## src/rtl/q2_i2c_target.sv

```systemverilog
// I2C target for the Q2 bus: 16 x 8-bit register file behind an auto-incrementing
// pointer. SCL/SDA are oversampled on clk; a START or STOP wins over an SCL edge.
module q2_i2c_target #(
  parameter logic [6:0] TADDR      = 7'h50,
  parameter logic [3:0] STATUS_REG = 4'hF
) (
  input  logic       clk,
  input  logic       rst,
  input  logic       scl,
  input  logic       sda_in,
  output logic       sda_oe,
  output logic       busy,
  output logic [7:0] ctrl,
  input  logic [7:0] status,
  output logic       wr_stb,
  output logic [3:0] wr_idx
);

  typedef enum logic [3:0] {
    S_IDLE, S_ADDR, S_ADDR_ACK, S_PTR, S_PTR_ACK, S_WR, S_WR_ACK, S_RD, S_RD_ACK
  } state_t;

  state_t      state, state_n;
  logic [2:0]  scl_sr, sda_sr;
  logic [2:0]  cnt, cnt_n;
  logic        full, full_n;
  logic [7:0]  shreg, shreg_n;
  logic [3:0]  ptr, ptr_n;
  logic        rw, rw_n;
  logic        sda_oe_n, busy_n, wr_stb_n;
  logic [3:0]  wr_idx_n;
  logic        we;
  logic [7:0]  regs [16];
  logic [7:0]  rd_byte;
  logic        sda_s, rise, fall, start, stop;

  // Two sync flops plus one history flop per pin
  always_ff @(posedge clk or posedge rst) begin
    if (rst) begin
      scl_sr <= 3'b111;
      sda_sr <= 3'b111;
    end else begin
      scl_sr <= {scl_sr[1:0], scl};
      sda_sr <= {sda_sr[1:0], sda_in};
    end
  end

  assign sda_s   = sda_sr[1];
  assign rise    = scl_sr[1] & ~scl_sr[2];
  assign fall    = ~scl_sr[1] & scl_sr[2];
  assign start   = scl_sr[1] & scl_sr[2] & ~sda_sr[1] & sda_sr[2];
  assign stop    = scl_sr[1] & scl_sr[2] & sda_sr[1] & ~sda_sr[2];
  assign rd_byte = (ptr == STATUS_REG) ? status : regs[ptr];
  assign ctrl    = regs[0];

  always_ff @(posedge clk or posedge rst) begin
    if (rst) begin
      state  <= S_IDLE;
      cnt    <= 3'd0;
      full   <= 1'b0;
      shreg  <= 8'd0;
      ptr    <= 4'd0;
      rw     <= 1'b0;
      sda_oe <= 1'b0;
      busy   <= 1'b0;
      wr_stb <= 1'b0;
      wr_idx <= 4'd0;
    end else begin
      state  <= state_n;
      cnt    <= cnt_n;
      full   <= full_n;
      shreg  <= shreg_n;
      ptr    <= ptr_n;
      rw     <= rw_n;
      sda_oe <= sda_oe_n;
      busy   <= busy_n;
      wr_stb <= wr_stb_n;
      wr_idx <= wr_idx_n;
    end
  end

  always_ff @(posedge clk or posedge rst) begin
    if (rst) begin
      for (int i = 0; i < 16; i++) regs[i] <= 8'd0;
    end else if (we) begin
      regs[ptr] <= shreg;
    end
  end

  // Bits are sampled on SCL rise; SDA is only driven/released on SCL fall
  always_comb begin
    state_n  = state;
    cnt_n    = cnt;
    full_n   = full;
    shreg_n  = shreg;
    ptr_n    = ptr;
    rw_n     = rw;
    sda_oe_n = sda_oe;
    busy_n   = busy;
    wr_stb_n = 1'b0;
    wr_idx_n = wr_idx;
    we       = 1'b0;

    if (stop) begin
      state_n  = S_IDLE;
      sda_oe_n = 1'b0;
      busy_n   = 1'b0;
      cnt_n    = 3'd0;
      full_n   = 1'b0;
    end else if (start) begin
      state_n  = S_ADDR;
      sda_oe_n = 1'b0;
      cnt_n    = 3'd0;
      full_n   = 1'b0;
    end else if (rise) begin
      case (state)
        S_ADDR, S_PTR, S_WR: begin
          shreg_n = {shreg[6:0], sda_s};
          cnt_n   = cnt + 3'd1;
          if (cnt == 3'd7) full_n = 1'b1;
        end
        S_RD: begin
          cnt_n = cnt + 3'd1;
          if (cnt == 3'd7) full_n = 1'b1;
        end
        S_RD_ACK: begin
          if (!sda_s) begin
            ptr_n  = ptr + 4'd1;
            full_n = 1'b1;
          end else begin
            state_n = S_IDLE;
          end
        end
        default: ;
      endcase
    end else if (fall) begin
      case (state)
        S_ADDR: begin
          if (full) begin
            cnt_n  = 3'd0;
            full_n = 1'b0;
            if (shreg[7:1] == TADDR) begin
              sda_oe_n = 1'b1;
              busy_n   = 1'b1;
              rw_n     = shreg[0];
              state_n  = S_ADDR_ACK;
            end else begin
              state_n = S_IDLE;
            end
          end
        end
        S_ADDR_ACK: begin
          if (rw) begin
            shreg_n  = rd_byte;
            sda_oe_n = ~rd_byte[7];
            state_n  = S_RD;
          end else begin
            sda_oe_n = 1'b0;
            state_n  = S_PTR;
          end
        end
        S_PTR: begin
          if (full) begin
            cnt_n    = 3'd0;
            full_n   = 1'b0;
            sda_oe_n = 1'b1;
            ptr_n    = shreg[3:0];
            state_n  = S_PTR_ACK;
          end
        end
        S_PTR_ACK, S_WR_ACK: begin
          sda_oe_n = 1'b0;
          state_n  = S_WR;
        end
        S_WR: begin
          if (full) begin
            cnt_n    = 3'd0;
            full_n   = 1'b0;
            sda_oe_n = 1'b1;
            we       = (ptr != STATUS_REG);
            wr_stb_n = (ptr != STATUS_REG);
            wr_idx_n = ptr;
            ptr_n    = ptr + 4'd1;
            state_n  = S_WR_ACK;
          end
        end
        S_RD: begin
          if (full) begin
            cnt_n    = 3'd0;
            full_n   = 1'b0;
            sda_oe_n = 1'b0;
            state_n  = S_RD_ACK;
          end else begin
            sda_oe_n = ~shreg[3'd7 - cnt];
          end
        end
        S_RD_ACK: begin
          if (full) begin
            full_n   = 1'b0;
            shreg_n  = rd_byte;
            sda_oe_n = ~rd_byte[7];
            state_n  = S_RD;
          end
        end
        default: ;
      endcase
    end
  end

endmodule

```

## config.mk

```make
export PLATFORM = sky130hd
export DESIGN_NAME = q2_i2c_target
export DESIGN_NICKNAME = d
export VERILOG_FILES = /design/src/rtl/q2_i2c_target.sv
export SDC_FILE = /design/constraint.sdc
export NUM_CORES = 1
export LEC_CHECK = 0
export CAP_MARGIN = 20
export CORE_ASPECT_RATIO = 1.4
export CORE_MARGIN = 4
export CORE_UTILIZATION = 35
export CTS_CLUSTER_DIAMETER = 150
export DETAILED_ROUTE_END_ITERATION = 10
export PLACE_DENSITY = 0.51
export SYNTH_ARGS = -nofsm -noshare
export SYNTH_HDL_FRONTEND = slang
export SYNTH_SLANG_ARGS = --single-unit
export TNS_END_PERCENT = 10
```

## constraint.sdc

```tcl
create_clock -name clk -period 6.86 [get_ports clk]
set_input_delay 0.686 -clock clk [delete_from_list [all_inputs] [get_ports clk]]
set_output_delay 0.686 -clock clk [all_outputs]
set_load 0.05 [all_outputs]
```

======== After elaboration in Yosys (flattened, before gate mapping) ========
Cells that the tools add are included.
W data, S select, Z words.
word-level totals
  flip-flop bits (word level) ............. 162
  input bits .............................. 12
  output and inout bits ................... 15
operators by class
  add/subtract/negate cells ............... 3
  magnitude comparators ................... 3
  eq/ne operators ......................... 38
  muxes and demuxes ....................... 73
  bitwise logic cells ..................... 17
  reductions and logical operators ........ 28
operator list
  kind                  number
  $bwmux W128           1
  $mux W8               9
  $mux W4               17
  $bmux W8 S4           1
  $demux W8 S4          1
  $ne A5 B5 Y1 const B  6
  $mux W1               29
  $pmux W4 S7           1
  $mux W3               8
  $reduce_and A7 Y1     3
  $eq A4 B3 Y1 const B  4
  $ne A4 B4 Y1 const B  4
  $pmux W8 S2           1
  $ne A3 B3 Y1 const B  4
  $ne A4 B2 Y1 const B  3
  $reduce_and A6 Y1     2
  $reduce_bool A4 Y1    3
  $ne A5 B2 Y1 const B  2
  $reduce_bool A2 Y1    5
  $not A1 Y1            9
  $reduce_and A9 Y1     1
  $reduce_bool A3 Y1    3
  $reduce_bool A9 Y1    1
  $eq A4 B2 Y1 const B  2
  30 further kinds      42

======== Longest topological paths before layout ========
Gate-level depths: netlist of run 1.
  depth after elaboration ................. 12
  gate-level depth with buffers ........... 8
  gate-level depth less buffers ........... 7

======== Least setup slack after synthesis of run 1 ========
No wires, ideal clock.
  kind .................................... reg-to-reg
  from .................................... register scl_sr[2]
  to ...................................... register regs[24] in the netlist's numbering
  library setup time ...................... 125 ps
  data arrival time ....................... 2193 ps
  data required time ...................... 6735 ps
  slack ................................... 4542 ps
  cell stages (with the launch flop) ...... 8
  buffers on the path ..................... 1
  path through ............................ dfstp_2 -> ha_1 -> nand4b_1 -> a2111oi_4 -> and2_1 -> buf_2 -> nand4b_2 -> mux2_2
between the ends
  longest elaborated chain between the ends .. 5
RTL lines
  element                                   line     text
  from (decl)                               24       logic [2:0] scl_sr, sda_sr;
  from (signal assigned)                    43       scl_sr <= {scl_sr[1:0], scl};
  $and A1 B1 Y1 (tied with other cells)     50       assign fall = ~scl_sr[1] & scl_sr[2];
  $mux W1 (tied with other cells)           136      end else if (fall) begin
  $mux W1 or $and A1 B1 Y1 (tied branches)  115, 51
  $mux W1                                   110      end else if (start) begin
  $mux W1 (*)                               104      if (stop) begin
  to (signal, indexed assignment)           86       regs[ptr] <= shreg;
  to (decl)                                 33       logic [7:0] regs [16];
Mark *: on every way between the ends. The rest lies on a longest branch, timed or not.
A chain may end at the register's enable or synchronous reset.

======== Final worst setup path of run 1 ========
  from .................................... register scl_sr[2]
  to ...................................... register regs[29] in the netlist's numbering
The elaborated chain is that of the path after synthesis.

==> results of run 1 <==
==> state kept, by name, summed over array words and instances, names as in the netlist, 3 cells and up <==
signal  cells
ctrl        8
ptr         4
wr_idx      4
cnt         3
sda_sr      3
regs      120
state       4
scl_sr      3
shreg       8
==> area by class of cell <==
class | instances | area share [%]
sequential | 162 | 45.2
multi-input combinational | 376 | 40.4
clock buffer | 23 | 5.20
tap | 301 | 4.19
timing repair buffer | 34 | 3.78
clock inverter | 6 | 0.918
inverter | 8 | 0.389
==> cells by family after synthesis <==
logic type / Yosys count
AO/OA/AOI/OAI: 88
buffers and inverters: 69
multiplexers: 165
adder cells (fa/ha/maj): 9
XOR/XNOR: 2
AND/OR/NAND/NOR: 112
flip-flops: 162
==> power groups by stage <==
| stage | logic, W | registers (W) | clock network, W |
|---|---|---|---|
| 4_1_cts | 0.000181 | 0.00105 | 0.000934 |
| 3_5_place_dp | 0.000181 | 0.00107 | 0 |
| 3_3_place_gp | 0.000176 | 0.00107 | 0 |
| 6_report | 0.000180 | 0.00105 | 0.000915 |
| 2_1_floorplan | 0.000141 | 0.00101 | 0 |
| 5_1_grt | 0.000199 | 0.00106 | 0.000972 |
==> stage by stage <==
step	utilization [%]	cell area (µm²)	cells	setup WS, ps
2_1_floorplan	-	8000	607	1810
3_3_place_gp	37.4	8420	880	3970
3_5_place_dp	37.4	8420	880	3850
4_1_cts	39.8	8970	909	3850
5_1_grt	39.9	9000	910	3620
6_report	39.9	9000	910	3850
==> synthesized netlist by cell type (10+ instances only) <==
| cell | n | area [µm²] |
|---|---|---|
| nor2_1 | 16 | 60.1 |
| nor3_1 | 10 | 50.1 |
| mux4_2 | 30 | 676 |
| a22o_1 | 15 | 131 |
| o21ai_0 | 11 | 55.1 |
| buf_2 | 13 | 65.1 |
| nand2_1 | 28 | 105 |
| a21oi_1 | 18 | 90.1 |
| mux2_2 | 127 | 1430 |
| clkbuf_1 | 35 | 131 |
| dfrtp_1 | 156 | 3900 |
==> final timing paths <==
path	start	end	slack (ps)
worst max-delay path	scl_sr[2]	regs[29]	3850
worst min-delay path	scl_sr[0]	scl_sr[1]	360
worst max register to register	scl_sr[2]	regs[29]	3850
worst min register to register	scl_sr[0]	scl_sr[1]	360
max in group asynchronous	rst	scl_sr[2]	4900
min in group asynchronous	rst	regs[91]	770
==> critical path, cell delays in order, from the launching register on <==
cell and delay (ps):
dfstp_2 540, inv_1 40, ha_1 470, a2111oi_4 510, and2_1 490, nand4b_2 400
mux2_2 420
==> per-layer routing <==
| metal | global-route usage, % | vias to the layer above | wire length (µm) |
|---|---|---|---|
| met1 | 20.6 | 2617 | 8350 |
| li1 | - | 2220 | - |
| met4 | 6.56 | 0 | 635 |
| met5 | 0 | - | 0 |
| met2 | 28.5 | 105 | 10500 |
| met3 | 3.31 | 39 | 565 |
==> results_dict.tcl, run 1 <==
set metrics [dict create \
    status "complete, no violations" \
    fin_crit_sh_pct 43.8 \
    synth-seq-area-share_pct 50.8 \
    gr-total-overflow 0 \
    cts_num_sinks 162 \
    leakagePower_nw 4.11 \
    fin_nets 620 \
    path_clk_slew_ps 60 \
    required_ps 7170 \
    seq_area_um2 4060 \
    p_sw_share_pct 26.2 \
    layout_commonest_cell "dfrtp_1" \
    die_w_um 136 \
    initialDrtViolationCount 298 \
    power_w 0.00215 \
    root_buffer "clkbuf_16" \
    cts_setup_buffers 0 \
    clockBufferDepth 2 \
    grt_pass1_wl_um 32100 \
    arrival_ps 3320 \
    cts_max_level 4 \
    drv_slew 0 \
    period_needed_ps 3010 \
    die_h_um 187 \
    p_int_w 0.00159 \
    crit_fanout 24 \
    synthMuxAreaShare_pct 27.4 \
    syn_nets 628 \
    rr_worst_depth 6 \
    syn_avg_cell_area_um2 13.2 \
    row_count 65 \
    hpwlAfterDp_um 13300 \
    worstHoldPathCells 0 \
    grt_pass1_vias 5348 \
    synth_top_family_by_area "multiplexers" \
    p_clk_share_pct 42.6 \
    drt_wl_total_um 20000 \
    n_fill_cell 2119 \
    synth_compound_area_share_pct 8.26 \
    yosysWarnings 0 \
    hold_viol 0 \
    grt_usage_pct 16.7 \
    ys_ff_latch 162 \
    ios 27 \
    final_layout_size_suffix_gt1_share_pct 34.6 \
    tightest_slew_ps 908 \
    setup_viol 0 \
    routedWlPerCell_um 22.0 \
    ys_types 63 \
    crit_type "register to register" \
    synthCells 607 \
    grt_max_degree 83 \
    cts_tree "done" \
    drc_errors 0 \
    multi_input_area_um2 3630 \
    min_path_type "register to register" \
    maxCapViolations 0 \
    synth_area_um2 8000 \
    post_cts_resized 0 \
    synth-simple-area-share_pct 8.17 \
    synthAdderAreaFrac_pct 1.41 \
    viasPerCell 5.47 \
    die-area_um2 25400 \
    cp-start-kind "register" \
    synth_edf_count 0 \
    fmax_mhz 333 \
    layout_common_cells "dfrtp_1 (154), mux2_2 (127), mux4_2 (30)" \
    worstSkewPairLatency_ps 430 \
    slew_headroom_pct 39.5 \
    fin_skew_ps 7.51 \
    gp_congestion 0.779 \
    cts_hold_buf 0 \
    ys.flop_type "dfrtp_1" \
    synthArstFlopShare_pct 100 \
    holdWs_ps 356 \
    power_frac_seq_pct 49.0 \
    drt_first_pass_iters 5 \
    tns_ps 0 \
    irDropWorstVdd_uv 164 \
    p_per_area_nw_per_um2 239 \
    rsz0062_at_grt "false" \
    dr_total_vias 4981 \
    start_util_pct 35.5 \
    pwr-share-comb_pct 8.4 \
    endpoint_kind "register" \
    yosys.area_share.xor_xnor_pct 0.219 \
    antenna_cells 0 \
    antenna_found_initial 0 \
    cts_made_buffers 17 \
    numPortBuffers 26 \
    switchingPower_w 0.000563 \
    core_um2 22500 \
    ant_nets 0 \
    syn_to_final_growth_pct 12.5 \
]
No activity file was read; power rests on OpenSTA's default activity.
==> inputs of run 2 (changes only) <==
clock period = 2.8 ns   (was 6.86 ns; I/O delays follow)
==> results_dict.tcl, run 2 (synthesized netlist as in run 1, its figures left out) <==
set metrics [dict create \
    path_cells "ha_1 > nand4b_1 > a211oi_2 > nor4b_2 > nand2_1 > mux2_1" \
    root_buffer "clkbuf_16" \
    row_count 65 \
    layout_common_cells "dfrtp_1 (154), mux2_2 (127), buf_4 (35)" \
    stdcell_count 943 \
    cts_hold_buf 0 \
    core_um2 22500 \
    viasPerCell 5.36 \
    die_w_um 136 \
    top_register "regs" \
    power_w 0.00535 \
    crit_fanout 8 \
    clockBufferDepth 2 \
    dr_total_vias 5059 \
    period_needed_ps 2590 \
    maxCapViolations 0 \
    path_clk_slew_ps 70 \
    hpwlAfterDp_um 14400 \
    leakagePower_nw 4.28 \
    setup_viol 0 \
    layout_commonest_cell "dfrtp_1" \
    n_fill_cell 2109 \
    antenna_found_initial 0 \
    ant_nets 0 \
    start_util_pct 35.5 \
    tns_ps 0 \
    status "complete, no violations" \
    grt_pass1_vias 5404 \
    initialDrtViolationCount 221 \
    path_buf_inv 0 \
    dpl_cell_area_um2 8690 \
    drv_slew 0 \
    grt_usage_pct 16.9 \
    gr-total-overflow 0 \
    routedWlPerCell_um 21.7 \
    final_layout_size_suffix_gt1_share_pct 38.8 \
    gp_congestion 0.832 \
    min_path_type "primary input to register" \
    ios 27 \
    max_stage_delay_ps 550 \
    grt_pass1_wl_um 32600 \
    antenna_cells 0 \
    cts_num_sinks 162 \
    critPathSlowestCell "dfstp_2" \
    die_h_um 187 \
    slew_headroom_pct 48.6 \
    required_ps 3120 \
    r2r_slack_ps 210 \
    worstSkewPairLatency_ps 440 \
    cts_made_buffers 17 \
    rsz0062_at_grt "false" \
    numPlacedInstances 911 \
    tightest_slew_ps 769 \
    largest_reg_flops 120 \
    arrival_ps 2910 \
    fin_crit_sh_pct 92.3 \
    cp-start-kind "register" \
    p_per_area_nw_per_um2 577 \
    drt_first_pass_iters 5 \
    crit_type "register to register" \
    die-area_um2 25400 \
    grt_max_degree 50 \
    drt_wl_total_um 20400 \
    fin_skew_ps 9.00 \
    fin_nets 650 \
    cts_tree "done" \
    cp_top_family "simple AND/OR/NAND/NOR gates" \
    fin_area_um2 9270 \
    holdWs_ps 249 \
    numPortBuffers 26 \
    endpoint_kind "register" \
    cts_max_level 4 \
    fmax_mhz 387 \
    drc_errors 0 \
    irDropWorstVdd_uv 359 \
    hold_viol 0 \
    syn_to_final_growth_pct 15.9 \
]
==> run 2: repair_timing <==
item	in CTS	in global routing
buffers inserted	0	0
gates resized for setup	0	1
endpoints found under the setup margin	0	16
hold endpoints to repair	0	0
==> run 2: power breakdown <==
group / switching, W / total (W) / internal (W)
Clock: 0.00111 / 0.00231 / 0.00120
Combinational: 0.000312 / 0.000478 / 0.000167
Sequential: 0.000167 / 0.00256 / 0.00239
==> run 2: metrics by stage <==
| step | worst slack (ps) | util [%] |
|---|---|---|
| 6_report | 215 | 41.2 |
| 5_1_grt | 69.0 | 41.2 |
| 4_1_cts | 67.0 | 41.1 |
| 3_5_place_dp | 90.4 | 38.6 |
| 3_3_place_gp | 190 | 38.6 |
| 2_1_floorplan | 468 | - |
==> run 2: final cells by class <==
class                           count  area (µm²)  area share (%)
Multi-Input combinational cell    376        3640            39.2
Clock buffer                       17         425            4.59
Inverter                            8        33.8           0.364
Clock inverter                     15         151            1.63
Sequential cell                   162        4060            43.8
Tap cell                          301         377            4.06
Timing Repair Buffer               64         583            6.29
==> run 2: path summary, 6_finish.rpt <==
path                        endpoint  startpoint  depth (start not counted)
max                        regs[111]   scl_sr[2]                          6
min                        sda_sr[0]      sda_in                          1
max reg2reg                regs[111]   scl_sr[2]                          6
min reg2reg                sda_sr[1]   sda_sr[0]                          0
max in group asynchronous  scl_sr[0]         rst                          3
min in group asynchronous   regs[75]         rst                          2
==> run 2: routing by layer <==
metal | share of wire (%) | vias to the layer above | GRT usage [%]
li1 | - | 2290 | -
met1 | 42 | 2645 | 21.1
met2 | 53 | 96 | 28.9
met3 | 3.5 | 28 | 3.44
met4 | 1.6 | 0 | 5.90
met5 | 0 | - | 0
==> inputs of run 3 (changes only) <==
CORE_UTILIZATION = 55   (was 35)
PLACE_DENSITY = 0.74   (was 0.51)
==> results_dict.tcl, run 3 (synthesized netlist as in run 1, its figures left out) <==
set metrics [dict create \
    path_clk_slew_ps 60 \
    layout_commonest_cell "dfrtp_1" \
    crit_type "register to register" \
    syn_to_final_growth_pct 13.1 \
    start_util_pct 56.7 \
    maxCapViolations 0 \
    antenna_found_initial 0 \
    status "complete, no violations" \
    hold_viol 0 \
    grt_pass1_wl_um 30400 \
    worstSkewPairLatency_ps 420 \
    tightest_slew_ps 782 \
    critPathSlowestCell "dfstp_2" \
    cts_num_sinks 162 \
    max_stage_delay_ps 540 \
    die-area_um2 16600 \
    core_um2 14100 \
    cts_setup_buffers 0 \
    largest_reg_flops 120 \
    cp_top_family "simple AND/OR/NAND/NOR gates" \
    arrival_ps 3000 \
    seq_area_um2 4060 \
    irDropWorstVdd_uv 445 \
    drt_first_pass_iters 5 \
    slew_headroom_pct 47.9 \
    root_buffer "clkbuf_16" \
    final_layout_size_suffix_gt1_share_pct 37.4 \
    multi_input_area_um2 3630 \
    cts_hold_buf 0 \
    fin_skew_ps 7.31 \
    cts_max_level 4 \
    holdWs_ps 101 \
    cts_tree "done" \
    drc_errors 0 \
    p_per_area_nw_per_um2 582 \
    antenna_cells 0 \
    gr-total-overflow 0 \
    setup_viol 0 \
    leakagePower_nw 4.23 \
    layout_common_cells "dfrtp_1 (154), mux2_2 (127), buf_4 (31)" \
    gp_congestion 0.906 \
    cp-start-kind "register" \
    grt_pass1_vias 5541 \
    initialDrtViolationCount 338 \
    power_w 0.00526 \
    fin_nets 644 \
    endpoint_kind "register" \
    clockBufferDepth 2 \
    viasPerCell 6.24 \
    grt_usage_pct 24.5 \
    die_w_um 110 \
    numPortBuffers 26 \
    routedWlPerCell_um 22.4 \
    ant_nets 0 \
    grt_max_degree 132 \
    fin_crit_sh_pct 96.5 \
    row_count 51 \
    crit_fanout 8 \
    cts_made_buffers 17 \
    min_path_type "primary input to async pin" \
    drv_slew 0 \
    drt_wl_total_um 18400 \
    n_fill_cell 1019 \
    fmax_mhz 370 \
    dr_total_vias 5125 \
    hpwlAfterDp_um 12400 \
    rsz0062_at_grt "true" \
    required_ps 3100 \
    path_buf_inv 0 \
    ios 27 \
    top_register "regs" \
    post_cts_resized 0 \
    period_needed_ps 2700 \
    die_h_um 151 \
    path_cells "ha_1 > nand4b_1 > a211oi_1 > nor4b_2 > nand2_1 > mux2_1" \
]
run 3: cell types whose count changed in the layout (fill, tap and decap cells not counted), sizes merged:
| cell | before | now |
|---|---|---|
| inv | 20 | 7 |
| buf | 38 | 32 |
| clkbuf | 17 | 23 |
| clkinv | 2 | 4 |
| clkinvlp | 1 | 4 |
| bufinv | 0 | 2 |
run 3: per-layer routing:
metal | track usage, % | share of wire (%) | vias up
li1 | - | - | 2265
met1 | 32.4 | 41 | 2652
met2 | 39.2 | 50 | 166
met3 | 5.58 | 5.0 | 42
met4 | 9.79 | 3.3 | 0
met5 | 0 | 0 | -
run 3: where the power goes:
group          switching [W]  total, W  leakage [nW]  internal (W)
combinational       0.000300  0.000459          1.74      0.000158
clock               0.000894   0.00225         0.273       0.00136
sequential          0.000155   0.00255          2.21       0.00240
total                0.00135   0.00526          4.23       0.00391
run 3: path summary, 6_finish.rpt:
check / startpoint / to / slack (ps) / cells after the start
worst max-delay path: scl_sr[2] / regs[119] / 100 / 6
worst min-delay path: rst / regs[64] / 100 / 2
worst max register to register: scl_sr[2] / regs[119] / 100 / 6
worst min register to register: sda_sr[0] / sda_sr[1] / 360 / 0
max in group asynchronous: rst / regs[17] / 1820 / 3
min in group clk: sda_in / sda_sr[0] / 270 / 1
run 3: per-stage QoR:
| step | utilization [%] | TNS, ps | cell area [µm²] | worst slack [ps] | std cells |
|---|---|---|---|---|---|
| 5_1_grt | 64.2 | -709 | 9050 | -81.6 | 821 |
| 3_3_place_gp | 60.1 | 0 | 8470 | 196 | 789 |
| 6_report | 64.2 | 0 | 9050 | 98.7 | 821 |
| 4_1_cts | 64.2 | 0 | 9050 | 119 | 821 |
| 3_5_place_dp | 60.1 | 0 | 8470 | 121 | 789 |
| 2_1_floorplan | - | 0 | 8000 | 468 | 607 |
run 3: cell type report:
cell class	count	area share, %
Clock buffer	23	5.17
Clock inverter	9	1.18
Inverter	8	0.373
Multi-Input combinational cell	376	40.1
Sequential cell	162	44.9
Tap cell	185	2.56
Timing Repair Buffer	58	5.67
